## src/rtl/wb_pkg.sv

```systemverilog
// Shared opcodes, instruction field positions and FSM encoding for the
// write-back sequencer and its ALU.
package wb_pkg;

  localparam logic [3:0] OP_ADD = 4'd0;
  localparam logic [3:0] OP_SUB = 4'd1;
  localparam logic [3:0] OP_AND = 4'd2;
  localparam logic [3:0] OP_ORR = 4'd3;
  localparam logic [3:0] OP_NOT = 4'd4;
  localparam logic [3:0] OP_ADI = 4'd5;
  localparam logic [3:0] OP_LHI = 4'd6;
  localparam logic [3:0] OP_WWD = 4'd7;
  localparam logic [3:0] OP_HLT = 4'd15;

  localparam int OP_MSB  = 15;
  localparam int OP_LSB  = 12;
  localparam int RS_MSB  = 11;
  localparam int RS_LSB  = 10;
  localparam int RT_MSB  = 9;
  localparam int RT_LSB  = 8;
  localparam int RD_MSB  = 7;
  localparam int RD_LSB  = 6;
  localparam int IMM_MSB = 7;
  localparam int IMM_LSB = 0;

  typedef enum logic [2:0] {
    ST_IDLE   = 3'd0,
    ST_DECODE = 3'd1,
    ST_EXEC   = 3'd2,
    ST_WB     = 3'd3,
    ST_HALT   = 3'd4
  } state_t;

  // Immediate-form instructions write rt instead of rd.
  function automatic logic writes_rt(input logic [3:0] op);
    return (op == OP_ADI) || (op == OP_LHI);
  endfunction

endpackage

```

## src/rtl/wb_sequencer_if.sv

```systemverilog
// Fetch handshake plus register-file read/write bus seen by the sequencer.
interface wb_sequencer_if #(
  parameter int DW = 16,
  parameter int AW = 2
);
  logic [DW-1:0] inst;
  logic          inst_valid;
  logic          inst_ready;
  logic [AW-1:0] reg1;
  logic [AW-1:0] reg2;
  logic [DW-1:0] data1;
  logic [DW-1:0] data2;
  logic [AW-1:0] wreg;
  logic [DW-1:0] wdata;
  logic          write_en;

  modport master (
    input  inst, inst_valid, data1, data2,
    output inst_ready, reg1, reg2, wreg, wdata, write_en
  );

  modport slave (
    output inst, inst_valid, data1, data2,
    input  inst_ready, reg1, reg2, wreg, wdata, write_en
  );
endinterface

```

## src/rtl/wb_alu.sv

```systemverilog
// Combinational result for the register-writing opcodes; other opcodes give 0.
module wb_alu
  import wb_pkg::*;
#(
  parameter int DW = 16
) (
  input  logic [3:0]    op,
  input  logic [DW-1:0] a,
  input  logic [DW-1:0] b,
  input  logic [7:0]    imm8,
  output logic [DW-1:0] result
);

  logic [DW-1:0] imm_sext_s;
  logic [DW-1:0] imm_high_s;

  assign imm_sext_s = {{(DW-8){imm8[7]}}, imm8};
  assign imm_high_s = {imm8, {(DW-8){1'b0}}};

  // Opcode-selected result, all arithmetic wrapping at DW bits
  always_comb begin
    result = {DW{1'b0}};
    case (op)
      OP_ADD:  result = a + b;
      OP_SUB:  result = a - b;
      OP_AND:  result = a & b;
      OP_ORR:  result = a | b;
      OP_NOT:  result = ~a;
      OP_ADI:  result = a + imm_sext_s;
      OP_LHI:  result = imm_high_s;
      default: result = {DW{1'b0}};
    endcase
  end

endmodule

```

## src/rtl/wb_sequencer.sv

```systemverilog
// Serialising decode/execute/write-back controller in front of a 4x16 register
// file; one instruction in flight, every visible output comes from a flop.
module wb_sequencer
  import wb_pkg::*;
#(
  parameter int DW = 16,
  parameter int AW = 2
) (
  input  logic                 clk,
  input  logic                 reset,
  wb_sequencer_if.master       bus,
  output logic [DW-1:0]        output_port,
  output logic [DW-1:0]        num_inst,
  output logic                 is_halted,
  output logic                 illegal
);

  state_t        state_r;
  logic [DW-1:0] ir_r;
  logic          inst_ready_r;
  logic          write_en_r;
  logic [AW-1:0] wreg_r;
  logic [DW-1:0] wdata_r;
  logic [DW-1:0] output_port_r;
  logic [DW-1:0] num_inst_r;
  logic          halted_r;
  logic          illegal_r;
  logic [DW-1:0] alu_result_s;
  logic [3:0]    op_s;

  assign op_s = ir_r[OP_MSB:OP_LSB];

  wb_alu #(.DW(DW)) u_alu (
    .op     (op_s),
    .a      (bus.data1),
    .b      (bus.data2),
    .imm8   (ir_r[IMM_MSB:IMM_LSB]),
    .result (alu_result_s)
  );

  // Read addresses come straight from IR so they hold until the next accept.
  assign bus.reg1       = ir_r[RS_MSB:RS_LSB];
  assign bus.reg2       = ir_r[RT_MSB:RT_LSB];
  assign bus.inst_ready = inst_ready_r;
  assign bus.write_en   = write_en_r;
  assign bus.wreg       = wreg_r;
  assign bus.wdata      = wdata_r;
  assign output_port    = output_port_r;
  assign num_inst       = num_inst_r;
  assign is_halted      = halted_r;
  assign illegal        = illegal_r;

  // Sequencer FSM with all outputs registered alongside the state
  always_ff @(posedge clk) begin
    if (reset) begin
      state_r       <= ST_IDLE;
      ir_r          <= {DW{1'b0}};
      inst_ready_r  <= 1'b1;
      write_en_r    <= 1'b0;
      wreg_r        <= {AW{1'b0}};
      wdata_r       <= {DW{1'b0}};
      output_port_r <= {DW{1'b0}};
      num_inst_r    <= {DW{1'b0}};
      halted_r      <= 1'b0;
      illegal_r     <= 1'b0;
    end else begin
      case (state_r)
        ST_IDLE: begin
          if (bus.inst_valid) begin
            ir_r         <= bus.inst;
            inst_ready_r <= 1'b0;
            state_r      <= ST_DECODE;
          end else begin
            inst_ready_r <= 1'b1;
          end
        end
        ST_DECODE: begin
          state_r <= ST_EXEC;
        end
        ST_EXEC: begin
          case (op_s)
            OP_ADD, OP_SUB, OP_AND, OP_ORR, OP_NOT, OP_ADI, OP_LHI: begin
              wdata_r    <= alu_result_s;
              wreg_r     <= writes_rt(op_s) ? ir_r[RT_MSB:RT_LSB] : ir_r[RD_MSB:RD_LSB];
              write_en_r <= 1'b1;
              state_r    <= ST_WB;
            end
            OP_WWD: begin
              output_port_r <= bus.data1;
              num_inst_r    <= num_inst_r + DW'(1);
              inst_ready_r  <= 1'b1;
              state_r       <= ST_IDLE;
            end
            OP_HLT: begin
              num_inst_r <= num_inst_r + DW'(1);
              halted_r   <= 1'b1;
              state_r    <= ST_HALT;
            end
            default: begin
              illegal_r    <= 1'b1;
              inst_ready_r <= 1'b1;
              state_r      <= ST_IDLE;
            end
          endcase
        end
        ST_WB: begin
          write_en_r   <= 1'b0;
          num_inst_r   <= num_inst_r + DW'(1);
          inst_ready_r <= 1'b1;
          state_r      <= ST_IDLE;
        end
        ST_HALT: begin
          write_en_r   <= 1'b0;
          inst_ready_r <= 1'b0;
          state_r      <= ST_HALT;
        end
        default: begin
          write_en_r   <= 1'b0;
          inst_ready_r <= 1'b1;
          state_r      <= ST_IDLE;
        end
      endcase
    end
  end

endmodule

```

## src/flat_wrapper.sv

```systemverilog
// flat-port wrapper written by rule: the top's interface ports become plain ports
module wb_sequencer_flat import wb_pkg::*;
#(
  parameter int DW = 16,
  parameter int AW = 2
)
  (clk, reset, output_port, num_inst, is_halted, illegal, bus_inst, bus_inst_valid, bus_data1, bus_data2, bus_inst_ready, bus_reg1, bus_reg2, bus_wreg, bus_wdata, bus_write_en);
  wb_sequencer_if #(.DW(DW), .AW(AW)) bus_i ();
  input  logic clk;
  input  logic reset;
  output logic [DW-1:0] output_port;
  output logic [DW-1:0] num_inst;
  output logic is_halted;
  output logic illegal;
  input wire logic [$bits(bus_i.inst)-1:0] bus_inst;
  input wire logic [$bits(bus_i.inst_valid)-1:0] bus_inst_valid;
  input wire logic [$bits(bus_i.data1)-1:0] bus_data1;
  input wire logic [$bits(bus_i.data2)-1:0] bus_data2;
  output wire logic [$bits(bus_i.inst_ready)-1:0] bus_inst_ready;
  output wire logic [$bits(bus_i.reg1)-1:0] bus_reg1;
  output wire logic [$bits(bus_i.reg2)-1:0] bus_reg2;
  output wire logic [$bits(bus_i.wreg)-1:0] bus_wreg;
  output wire logic [$bits(bus_i.wdata)-1:0] bus_wdata;
  output wire logic [$bits(bus_i.write_en)-1:0] bus_write_en;
  assign bus_i.inst = bus_inst;
  assign bus_i.inst_valid = bus_inst_valid;
  assign bus_i.data1 = bus_data1;
  assign bus_i.data2 = bus_data2;
  assign bus_inst_ready = bus_i.inst_ready;
  assign bus_reg1 = bus_i.reg1;
  assign bus_reg2 = bus_i.reg2;
  assign bus_wreg = bus_i.wreg;
  assign bus_wdata = bus_i.wdata;
  assign bus_write_en = bus_i.write_en;
  wb_sequencer #(.DW(DW), .AW(AW)) u_core (.clk(clk), .reset(reset), .bus(bus_i), .output_port(output_port), .num_inst(num_inst), .is_halted(is_halted), .illegal(illegal));
endmodule
```

## config.mk

```make
export PLATFORM = sky130hd
export DESIGN_NAME = wb_sequencer_flat
export DESIGN_NICKNAME = d
export VERILOG_FILES = /design/src/rtl/wb_pkg.sv /design/src/rtl/wb_sequencer_if.sv /design/src/rtl/wb_alu.sv /design/src/rtl/wb_sequencer.sv /design/src/flat_wrapper.sv
export SDC_FILE = /design/constraint.sdc
export NUM_CORES = 1
export LEC_CHECK = 0
export BUFFER_PORTS_ARGS = -buffer_cell sky130_fd_sc_hd__buf_2
export CORE_ASPECT_RATIO = 1.25
export CORE_UTILIZATION = 55
export CTS_CLUSTER_DIAMETER = 120
export DETAILED_ROUTE_END_ITERATION = 8
export PLACE_DENSITY = 0.79
export SLEW_MARGIN = 20
export SYNTH_ARGS = -nofsm -noshare
export SYNTH_HDL_FRONTEND = slang
export SYNTH_SLANG_ARGS = --single-unit
```

## constraint.sdc

```tcl
create_clock -name clk -period 9.3 [get_ports clk]
set_input_delay 1.86 -clock clk [delete_from_list [all_inputs] [get_ports clk]]
set_output_delay 1.86 -clock clk [all_outputs]
set_load 0.1 [all_outputs]
```

==> metrics list <==
* Total die area: 8695 sq um
- Antenna diode instance count: 0
- Delay of the slowest cell on the worst path: 0.44 ns
- Share of final-layout standard cells stronger than drive strength 1: 20.17%
- For this run the aggregate overflow at the end of global routing stands at 0.
- Detailed route wirelength on metal2: 6.938 mm
- The tightest min-delay check is of the flip-flop to flip-flop type.
- Unique masters post-synth: 68
- Final standard cell area without fillers: 5376 sq um
* Routed Antenna Nets: 0
* Maximum frequency from static timing analysis: 201.3 MHz
* Setup Fix Bufs, Post-CTS: 0
- Row generation in the floorplan step produced 36 rows.
- Largest net degree at the start of global routing: 76
- Setup repair after global routing left no endpoint under its margin.
* CP Buf/Inv Count: 2
* Max Cap Violations: 0
- Hold Worst Slack: 0.4540 ns
- The final layout contains routed wiring with a total length of 13.96 mm.
* CTS clock-pin slew for the worst setup and hold paths: 0.08 ns
* Cells along the critical path: buf_2 -> inv_1 -> ha_1 -> nor3b_2 -> nand3_1 -> or3_1 -> or3_1 -> o21ai_0 -> and2b_1 -> a311oi_1 -> ha_1 -> and3_1 -> o21ai_0 -> nor3b_1 -> o31a_1 -> a211oi_1
- Initial Util: 57.75%
* Crit. End Element: flip-flop
- In the routed layout, each cell is associated on average with a via count of 6.267.
- Count of synthesis-stage warnings from yosys: 0
* Finished Layout Cells: 789
- On the critical path, the stage with the largest delay is an instance of sky130_fd_sc_hd__ha_1.
* Synthesized net count: 676
- Global routing consumed, over all layers together, 31.68% of the routing resources.
* Run status: complete, no violations
- In the post-synthesis netlist, the biggest area contributors are sky130_fd_sc_hd__dfxtp_1 (32%), sky130_fd_sc_hd__nand2_1 (7.9%), sky130_fd_sc_hd__a21oi_1 (6.9%).
- The detailed router put a total of 5.336 mm of wire on met1.
- Global placer's final weighted congestion: 0.9349
* Maximum root-to-sink buffer count: 2
- The worst setup path is of the input port to flip-flop kind.
- Worst EP arrival: 5.23 ns
* Dominant cell type by area after synthesis: sky130_fd_sc_hd__dfxtp_1
* Leakage power: 2.238 nW
* # hold bufs at CTS: 0
- Synthesis-to-finish area growth: 17.44%
- 109 I/O pins were placed.
- Counting every sink on the clock net gives 73.
* Total power: 962.0 uW
- Kind of launch point of the worst setup path: input port
- FFs w/ async S/R, synth: 0%
- The average instance in the mapped netlist occupies 7.580 sq um.
- TritonCTS built the clock tree.
- In this run, synthesis produced a sequential element count of 73.
- The floorplan step defined a core boundary enclosing 7928 sq um.
- For this run, the register share of the synthesized area comes to 31.92%.
* Quantity of gates resized following cts: 0
- Port-buffer cells: 108
- HPWL reported at the end of detailed placement: 10.21 mm
- The final number of max-transition violations was 0.
- Y dimension of the die: 104.0 microns
- STA puts the critical path data required time at 9.57 ns.
- DRC violations left: 0
* Number of enable-type register cells in the synthesized netlist: 0
* Final-report setup violation count: 0
- Worst clock skew on the final layout: 0.01228 ns
- Cell area after synthesis: 4578 sq um
- Top Family by Delay on Critical Path: simple AND/OR/NAND/NOR gates
* Drt first-iter violations: 528
- Worst-case headroom to the max-slew limit: 31.28%
- Final critical delay including setup and external delays: 4.969 ns
- Summing all placed instances gives a cell area of 5102 sq um.
- The detailed router used layers up to and including met4.
* Top fanout value on the critical path: 7
* Detail Route met3 WL: 964 microns
- The most used flip-flop cell after synthesis is sky130_fd_sc_hd__dfxtp_1.
- Placed Cells: 773
- Setup slack on the critical path of the routed design comes to 4.331 ns.
* Clock latency of the later-clocked register in the worst-skew pair: 0.35 ns
* Number of optimization iterations in the first detailed-route pass: 7
- Final hold violation count: 0
- CTS Root Buffer Type: sky130_fd_sc_hd__clkbuf_8
* Peak ir drop on the vdd network: 167.7 uV
- Cell count after synthesis: 604
* Area share of the largest cell type after synthesis: 31.92%
* Antenna violations before repair: 0
- Setup slack at placement: 4.012 ns
- After the last flow step, the layout net total stands at 761.
- Sum of negative setup slack: 0 ns
- Measured slew at the worst slew-check pin: 1.025 ns
- The routed layout has 4945 vias.
* Number of buffers created by CTS: 9
- The clock tree synthesis step divided the H-tree into 3 levels.
- The final critical path takes up 53.43% of the cycle.
- Average wire per standard cell: 17.70 microns
* Wire length of the first global-routing pass: 22.14 mm
- The number of global-route vias before repair came to 4507.
- Horizontal die dimension: 83.61 microns
- In this run the power density over the cells is 178.9 nW/um^2.
- Utilization of the core after routing: 67.82%
cells in the mapped netlist (8+ instances only):
master                      count
sky130_fd_sc_hd__nand2_1       96
sky130_fd_sc_hd__nor3_1        20
sky130_fd_sc_hd__xor2_1        13
sky130_fd_sc_hd__o2111ai_1     11
sky130_fd_sc_hd__a21oi_1       63
sky130_fd_sc_hd__inv_1         12
sky130_fd_sc_hd__xnor2_1       10
sky130_fd_sc_hd__nand3_1       16
sky130_fd_sc_hd__nor2_1        70
sky130_fd_sc_hd__o21ai_0       23
sky130_fd_sc_hd__and3_1         9
sky130_fd_sc_hd__clkbuf_1      28
sky130_fd_sc_hd__dfxtp_1       73
sky130_fd_sc_hd__o21ai_1       10
sky130_fd_sc_hd__or3_1         10
sky130_fd_sc_hd__a21o_1         8
sky130_fd_sc_hd__ha_1          20
layer usage:
metal	vias to the layer above	global-route usage [%]
met2	232	54.94
met5	-	0
met1	2304	36.63
met4	0	17.43
li1	2355	-
met3	54	5.476
layout make-up:
cell class              count  area [sq um]
fillers                   707          2551
inverters                  12         45.04
clock buffers              10         127.6
well taps                  95         118.9
clock inverters             6         137.6
multi-input cells         482          2923
repair buffers            111         563.0
flip-flops and latches     73          1461
flip-flops by register name, indices dropped and copies added (netlist names):
signal / flops
u_core.bus.wdata: 16
u_core.output_port: 16
u_core.num_inst: 16
u_core.ir_r: 16
u_core.state_r: 3
u_core.bus.inst_ready: 1
u_core.is_halted: 1
u_core.bus.write_en: 1
u_core.illegal: 1
u_core.bus.wreg: 2
power by group:
part | switching, mW | internal (mW) | total (mW)
combinational | 0.200 | 0.0825 | 0.282
clock | 0.127 | 0.207 | 0.334
sequential | 0.0183 | 0.327 | 0.346
tightest hold or removal path: stages, from the launching register on:
cell and delay (ns):
sky130_fd_sc_hd__dfxtp_1 0.31, sky130_fd_sc_hd__nand2_1 0.05, sky130_fd_sc_hd__a21oi_1 0.05
placed cells by master (no fill, tap or decap), types with 3 or more instances in the layout:
| master | n |
|---|---|
| sky130_fd_sc_hd__buf_2 | 108 |
| sky130_fd_sc_hd__nand2_1 | 96 |
| sky130_fd_sc_hd__dfxtp_1 | 73 |
| sky130_fd_sc_hd__nor2_1 | 70 |
| sky130_fd_sc_hd__a21oi_1 | 63 |
| sky130_fd_sc_hd__o21ai_0 | 23 |
| sky130_fd_sc_hd__ha_1 | 20 |
| sky130_fd_sc_hd__nor3_1 | 19 |
| sky130_fd_sc_hd__nand3_1 | 16 |
| sky130_fd_sc_hd__xor2_1 | 13 |
| sky130_fd_sc_hd__inv_1 | 12 |
| sky130_fd_sc_hd__o2111ai_1 | 11 |
| sky130_fd_sc_hd__or3_1 | 10 |
| sky130_fd_sc_hd__o21ai_1 | 10 |
| sky130_fd_sc_hd__xnor2_1 | 10 |
| sky130_fd_sc_hd__and3_1 | 9 |
| sky130_fd_sc_hd__clkbuf_8 | 9 |
| sky130_fd_sc_hd__a21o_1 | 8 |
| sky130_fd_sc_hd__a311oi_1 | 7 |
| sky130_fd_sc_hd__a211oi_1 | 7 |
| sky130_fd_sc_hd__a221oi_1 | 7 |
| sky130_fd_sc_hd__maj3_1 | 6 |
| sky130_fd_sc_hd__nand4_1 | 5 |
| sky130_fd_sc_hd__nor2b_1 | 4 |
| sky130_fd_sc_hd__o22ai_1 | 4 |
| sky130_fd_sc_hd__o211ai_1 | 4 |
| sky130_fd_sc_hd__a31oi_1 | 4 |
| sky130_fd_sc_hd__nand2b_1 | 4 |
| sky130_fd_sc_hd__bufinv_16 | 4 |
| sky130_fd_sc_hd__nor4_2 | 3 |
| sky130_fd_sc_hd__o211a_1 | 3 |
| sky130_fd_sc_hd__mux2i_1 | 3 |
| sky130_fd_sc_hd__buf_4 | 3 |
cell families after synthesis:
group,share of synthesized area (%)
AO/OA/AOI/OAI,25.14
XOR/XNOR,4.400
adder cells (fa/ha/maj),7.215
buffers and inverters,4.810
flip-flops,31.92
multiplexers,0.9019
AND/OR/NAND/NOR,25.61
worst paths after layout:
path / start / slack (ns) / cells after the start / to
worst max-delay path: bus_data2[1] / 4.33 / 16 / u_core.bus.wdata[13]
worst max register to register: u_core.ir_r[14] / 4.82 / 14 / u_core.bus.wdata[10]
worst min register to register: u_core.output_port[9] / 0.45 / 2 / u_core.output_port[9]
worst min-delay path: u_core.output_port[9] / 0.45 / 2 / u_core.output_port[9]
Note: power is estimated with default switching activity, not from simulation.
